File: src/rtl/mux_n_reg_pkg.sv
// Shared definitions for the registered N-input selector.
// Holds mode encodings and the select-width derivation.
package mux_n_reg_pkg;

  localparam logic MODE_DIRECT = 1'b0;
  localparam logic MODE_SCAN   = 1'b1;

  // A single input still needs a 1-bit select.
  function automatic int sel_w(input int n);
    return (n > 1) ? $clog2(n) : 1;
  endfunction

endpackage

File: src/rtl/mux_n_reg_comb.sv
// Combinational N-to-1 selector, WIDTH bits per input.
// Ports: i_in_flat (N*WIDTH), i_idx (SELW), o_data (WIDTH).
module mux_n_comb
  import mux_n_reg_pkg::*;
#(
  parameter int WIDTH = 16,
  parameter int N     = 4,
  parameter int SELW  = sel_w(N)
) (
  input  logic [N*WIDTH-1:0] i_in_flat,
  input  logic [SELW-1:0]    i_idx,
  output logic [WIDTH-1:0]   o_data
);

  // Out-of-range index falls back to input 0.
  always_comb begin
    o_data = i_in_flat[WIDTH-1:0];
    for (int k = 0; k < N; k++) begin
      if (i_idx == SELW'(k)) begin
        o_data = i_in_flat[k*WIDTH +: WIDTH];
      end
    end
  end

endmodule

File: src/rtl/mux_n_reg.sv
// Registered N-input selector with direct-load and round-robin scan.
// Ports: clk, reset, in_flat, sel, sel_load, mode, en -> out, out_valid, cur_sel, wrap, sel_err.
module mux_n_reg
  import mux_n_reg_pkg::*;
#(
  parameter int WIDTH = 16,
  parameter int N     = 4,
  parameter int SELW  = sel_w(N)
) (
  input  logic               clk,
  input  logic               reset,
  input  logic [N*WIDTH-1:0] in_flat,
  input  logic [SELW-1:0]    sel,
  input  logic               sel_load,
  input  logic               mode,
  input  logic               en,
  output logic [WIDTH-1:0]   out,
  output logic               out_valid,
  output logic [SELW-1:0]    cur_sel,
  output logic               wrap,
  output logic               sel_err
);

  localparam logic [SELW-1:0] LAST = SELW'(N - 1);

  logic [WIDTH-1:0] r_out;
  logic             r_out_valid;
  logic [SELW-1:0]  r_cur_sel;
  logic             r_wrap;
  logic             r_sel_err;

  logic             w_sel_ok;
  logic             w_bypass;
  logic             w_last;
  logic [SELW-1:0]  w_idx;
  logic [SELW-1:0]  w_inc;
  logic [WIDTH-1:0] w_data;

  // A full power-of-two select space can never exceed N-1.
  generate
    if ((1 << SELW) == N) begin : g_full
      assign w_sel_ok = 1'b1;
    end else begin : g_part
      assign w_sel_ok =
        ({{(32-SELW){1'b0}}, sel} < 32'(N));
    end
  endgenerate

  assign w_bypass = sel_load & w_sel_ok;
  assign w_idx    = w_bypass ? sel : r_cur_sel;
  assign w_last   = (r_cur_sel == LAST);
  assign w_inc    = w_last ? '0 : r_cur_sel + SELW'(1);

  mux_n_comb #(
    .WIDTH (WIDTH),
    .N     (N),
    .SELW  (SELW)
  ) u_comb (
    .i_in_flat (in_flat),
    .i_idx     (w_idx),
    .o_data    (w_data)
  );

  always_ff @(posedge clk) begin
    if (reset) begin
      r_out       <= '0;
      r_out_valid <= 1'b0;
      r_cur_sel   <= '0;
      r_wrap      <= 1'b0;
      r_sel_err   <= 1'b0;
    end else begin
      r_out_valid <= en;
      r_wrap      <= 1'b0;
      r_sel_err   <= sel_load & ~w_sel_ok;
      if (en) begin
        r_out <= w_data;
      end
      // A load, valid or not, suppresses the scan advance.
      if (sel_load) begin
        if (w_sel_ok) begin
          r_cur_sel <= sel;
        end
      end else if (en && mode == MODE_SCAN) begin
        r_cur_sel <= w_inc;
        r_wrap    <= w_last;
      end
    end
  end

  assign out       = r_out;
  assign out_valid = r_out_valid;
  assign cur_sel   = r_cur_sel;
  assign wrap      = r_wrap;
  assign sel_err   = r_sel_err;

endmodule

File: config.mk
export PLATFORM = sky130hd
export DESIGN_NAME = mux_n_reg
export DESIGN_NICKNAME = d
export VERILOG_FILES = /design/src/rtl/mux_n_reg_pkg.sv /design/src/rtl/mux_n_reg_comb.sv /design/src/rtl/mux_n_reg.sv
export SDC_FILE = /design/constraint.sdc
export NUM_CORES = 1
export LEC_CHECK = 0
export ABC_AREA = 1
export ABC_CLOCK_PERIOD_IN_PS = 4500
export CORE_MARGIN = 2
export CORE_UTILIZATION = 39
export DETAILED_ROUTE_END_ITERATION = 8
export GPL_TIMING_DRIVEN = 1
export PLACE_DENSITY = 0.9
export SYNTH_ARGS = -nofsm -noshare
export SYNTH_HDL_FRONTEND = slang
export SYNTH_SLANG_ARGS = --single-unit
File: constraint.sdc
create_clock -name clk -period 4.5 [get_ports clk]
set_clock_uncertainty 0.2 [all_clocks]
set_input_delay 0.45 -clock clk [delete_from_list [all_inputs] [get_ports clk]]
set_output_delay 0.45 -clock clk [all_outputs]
set_load 0.05 [all_outputs]
==> results.md <==
- Max-cap violations: 0
- Power Internal: about 420 µW
- Total track usage: 22.1%
- Clk_lat worst skew: about 0.26 ns
- I/O pins: between 90 and 100
- First-pass GRT wire length: 7350 µm
- WL per Instance: ~11 µm
- Critical path required time: 4.42 ns
- Pleak: ~1.1 nW
- Cells on worst reg2reg path: 7
- Final WL: about 4300 µm
- Synth Warn #: 0
- Core box area: 3610 µm²
- Crit start category: input port
- Port Buffer Count: 90
- Root Buffer: clkbuf_8
- DP HPWL: about 3400 µm
- Storage cell area: ~400 µm²
- Drt drc: 0
- RSZ-0062 raised after global routing: false
- Gate Count Post-Synth: roughly 250
- Post-DRT Antenna Nets: 0
- Final slew viol count: 0
- Setup bufs post-CTS: 0
- Status: complete, no violations
- Die extent in y: roughly 65 µm
- Layout area overhead: 67.1%
- GPL Wtd Cong: 0.904
- Area of the multi-input gates: 768 µm²
- Critical path peak fanout: 18
- CTS Buf Count: 3
- Fillers: 317
- CTS tree: built
- Clock buffer depth: 2
- Clock input transition at the sequential cells of the worst setup and hold paths: 0.08 ns
- Max Fclk: between 300 and 400 MHz
- Post-Syn Area: 1430 µm²
- # setup viols final: 0
- Die area: 4180 µm²
- Crit path capture type: flop
- Total grt overflow: 0
- Logic gate share of total power: 38.6%
- Hold buffers post-CTS: 0
- Diodes inserted: 0
- Worst hold path type: flop to flop
- #FFs+latches synth: 20
- Router iterations before antenna repair: 4
- Hold Path Stages: 2
- Layout cells sized above 1: under 10%
- Reg2Reg Setup Slack: approximately 2.3 ns
- Initial DRC count: 123
- Switching power: roughly 200 µW
- Avg Cell Area, Syn: about 5.7 µm²
- Layout Nets: around 400
- Clock H-tree levels: 1
- Net Count, Synth: ~320
- Switching Fraction: between 30% and 40%
- Yosys cell types: 25
- Fin crit period: 2.54 ns
- Peak supply drop: between 0.00015 and 0.0002 V
- Worst Hold Launch: out[12]
- Reg2reg start: cur_sel[1]
- Pin count of the biggest net entering global routing: 35
- Crit path arrival time: ~2.5 ns
- PD cells: approximately 260 nW/µm²
- Clock share of power: between 20% and 30%
- Worst hold endpoint: out[12]
- Vias: roughly 1.8k
- Post-CTS sizing: 0
- DIE WIDTH: approximately 65 µm
- Drt via density: approximately 4.8
- CP Class: input port to flop
- Max-slew headroom: 51.9%
- Row count: 22
- Initial antenna violation count: 0
- Clk sinks: 20
- Tightest Pin Transition: 0.720 ns
- Final hold viol count: 0
- Final Core Density: between 60% and 70%
- Power share of the sequential group: 32.3%
- Post-synthesis sequential area ratio: ~28%
- Initial Util: between 30% and 40%
- Crit share post-route: a little under three fifths
- Vias in the first global route: approximately 1.7k
- Fin Setup TNS: 0 ns
- Crit Reg-Reg Endpoint: out[5]
[registers in the layout (all words and copies together), names as in the netlist]
signal	flops
out	16
cur_sel	2
out_valid	1
wrap	1
[through the flow]
stage / power (mW) / area, µm² / setup slack, ns / std cells / hold WS, ns
finish: 0.615 / 2400 / 1.96 / 379 / 0.267
global route: 0.648 / 2400 / 1.73 / 379 / 0.287
CTS: 0.617 / 2400 / 1.96 / 379 / 0.268
detailed placement: 0.440 / 2320 / 1.69 / 375 / 0.256
global placement: 0.437 / 2320 / 1.74 / 375 / 0.253
floorplan: 0.336 / 1430 / 2.57 / 251 / 0.327
[cells in the mapped netlist]
library cell	instances	area share [%]
buf_2	4	1.4
nand2_1	68	18
conb_1	1	0.26
nand2_2	3	1.3
o31ai_1	1	0.52
nor2_4	1	0.79
clkbuf_1	7	1.8
buf_6	1	0.79
ha_1	1	0.87
nor2_1	3	0.79
a21oi_1	18	6.3
clkinv_1	1	0.26
nand4_1	1	0.44
inv_1	50	13
o21ai_0	29	10
buf_4	1	0.52
clkbuf_2	1	0.35
o21ai_2	1	0.61
dfxtp_1	20	28
o21ai_1	3	1.0
nor4_1	1	0.44
nand3_2	1	0.70
nand3_1	32	11
a31oi_1	1	0.44
inv_2	1	0.26
[worst max-delay path by stage]
stage,startpoint,endpoint,cells past startpoint
floorplan,cur_sel[1],out[1],8
global placement,sel_load,out[12],7
detailed placement,sel_load,out[5],7
CTS,sel_load,out[5],7
global route,sel_load,out[10],7
finish,sel_load,out[5],7
[cell families after synthesis]
group | count (synthesis) | share of synthesized area (%)
AOI/OAI and AO/OA | 53 | 19.0
adders and majority gates | 1 | 0.872
buffers and inverters | 66 | 18.5
DFF | 20 | 27.9
other | 1 | 0.262
and+or+nand+nor | 110 | 33.4
[worst max-delay path, stage by stage]
cell,delay [ns]
clkdlybuf4s50_1,0.54
o21ai_2,0.58
nand3_2,0.44
nand3_1,0.26
nand2_1,0.07
nand2_1,0.06
a21oi_1,0.05
[power by group through the flow]
stage	sequential (mW)	combinational, mW	clock (mW)
global route	0.200	0.259	0.189
detailed placement	0.202	0.237	0
global placement	0.203	0.234	0
finish	0.199	0.237	0.179
CTS	0.198	0.238	0.180
floorplan	0.249	0.0872	0
[placed cells by master (no fill, tap or decap)]
cell / instances
nor2_1: 3
conb_1: 1
o31ai_1: 1
bufinv_16: 1
nor4_1: 1
o21ai_0: 29
nor2_4: 1
nand2_2: 3
inv_2: 1
nand3_2: 1
a21oi_1: 18
inv_1: 50
dfxtp_1: 20
clkinv_1: 1
nand4_1: 1
ha_1: 1
nand2_1: 68
clkdlybuf4s50_1: 90
o21ai_2: 1
nand3_1: 32
clkbuf_8: 3
o21ai_1: 3
a31oi_1: 1
[routing by layer]
layer  global-route usage (%)  share of wire, %  up-vias
li1                         -                 -      938
met1                     26.2                41      775
met2                     39.5                47       94
met3                     6.60                10        6
met4                     4.26               1.3        0
met5                        0                 0        -
[final cells by class]
| class | instances | share of cell area, % |
|---|---|---|
| repair buffers | 90 | 37.6 |
| multi-input cells | 165 | 32.1 |
| flip-flops and latches | 20 | 16.7 |
| inverters | 52 | 8.15 |
| well taps | 48 | 2.51 |
| clock buffers | 3 | 1.72 |
| clock inverters | 1 | 1.25 |
(Power assumes the default switching activity.)
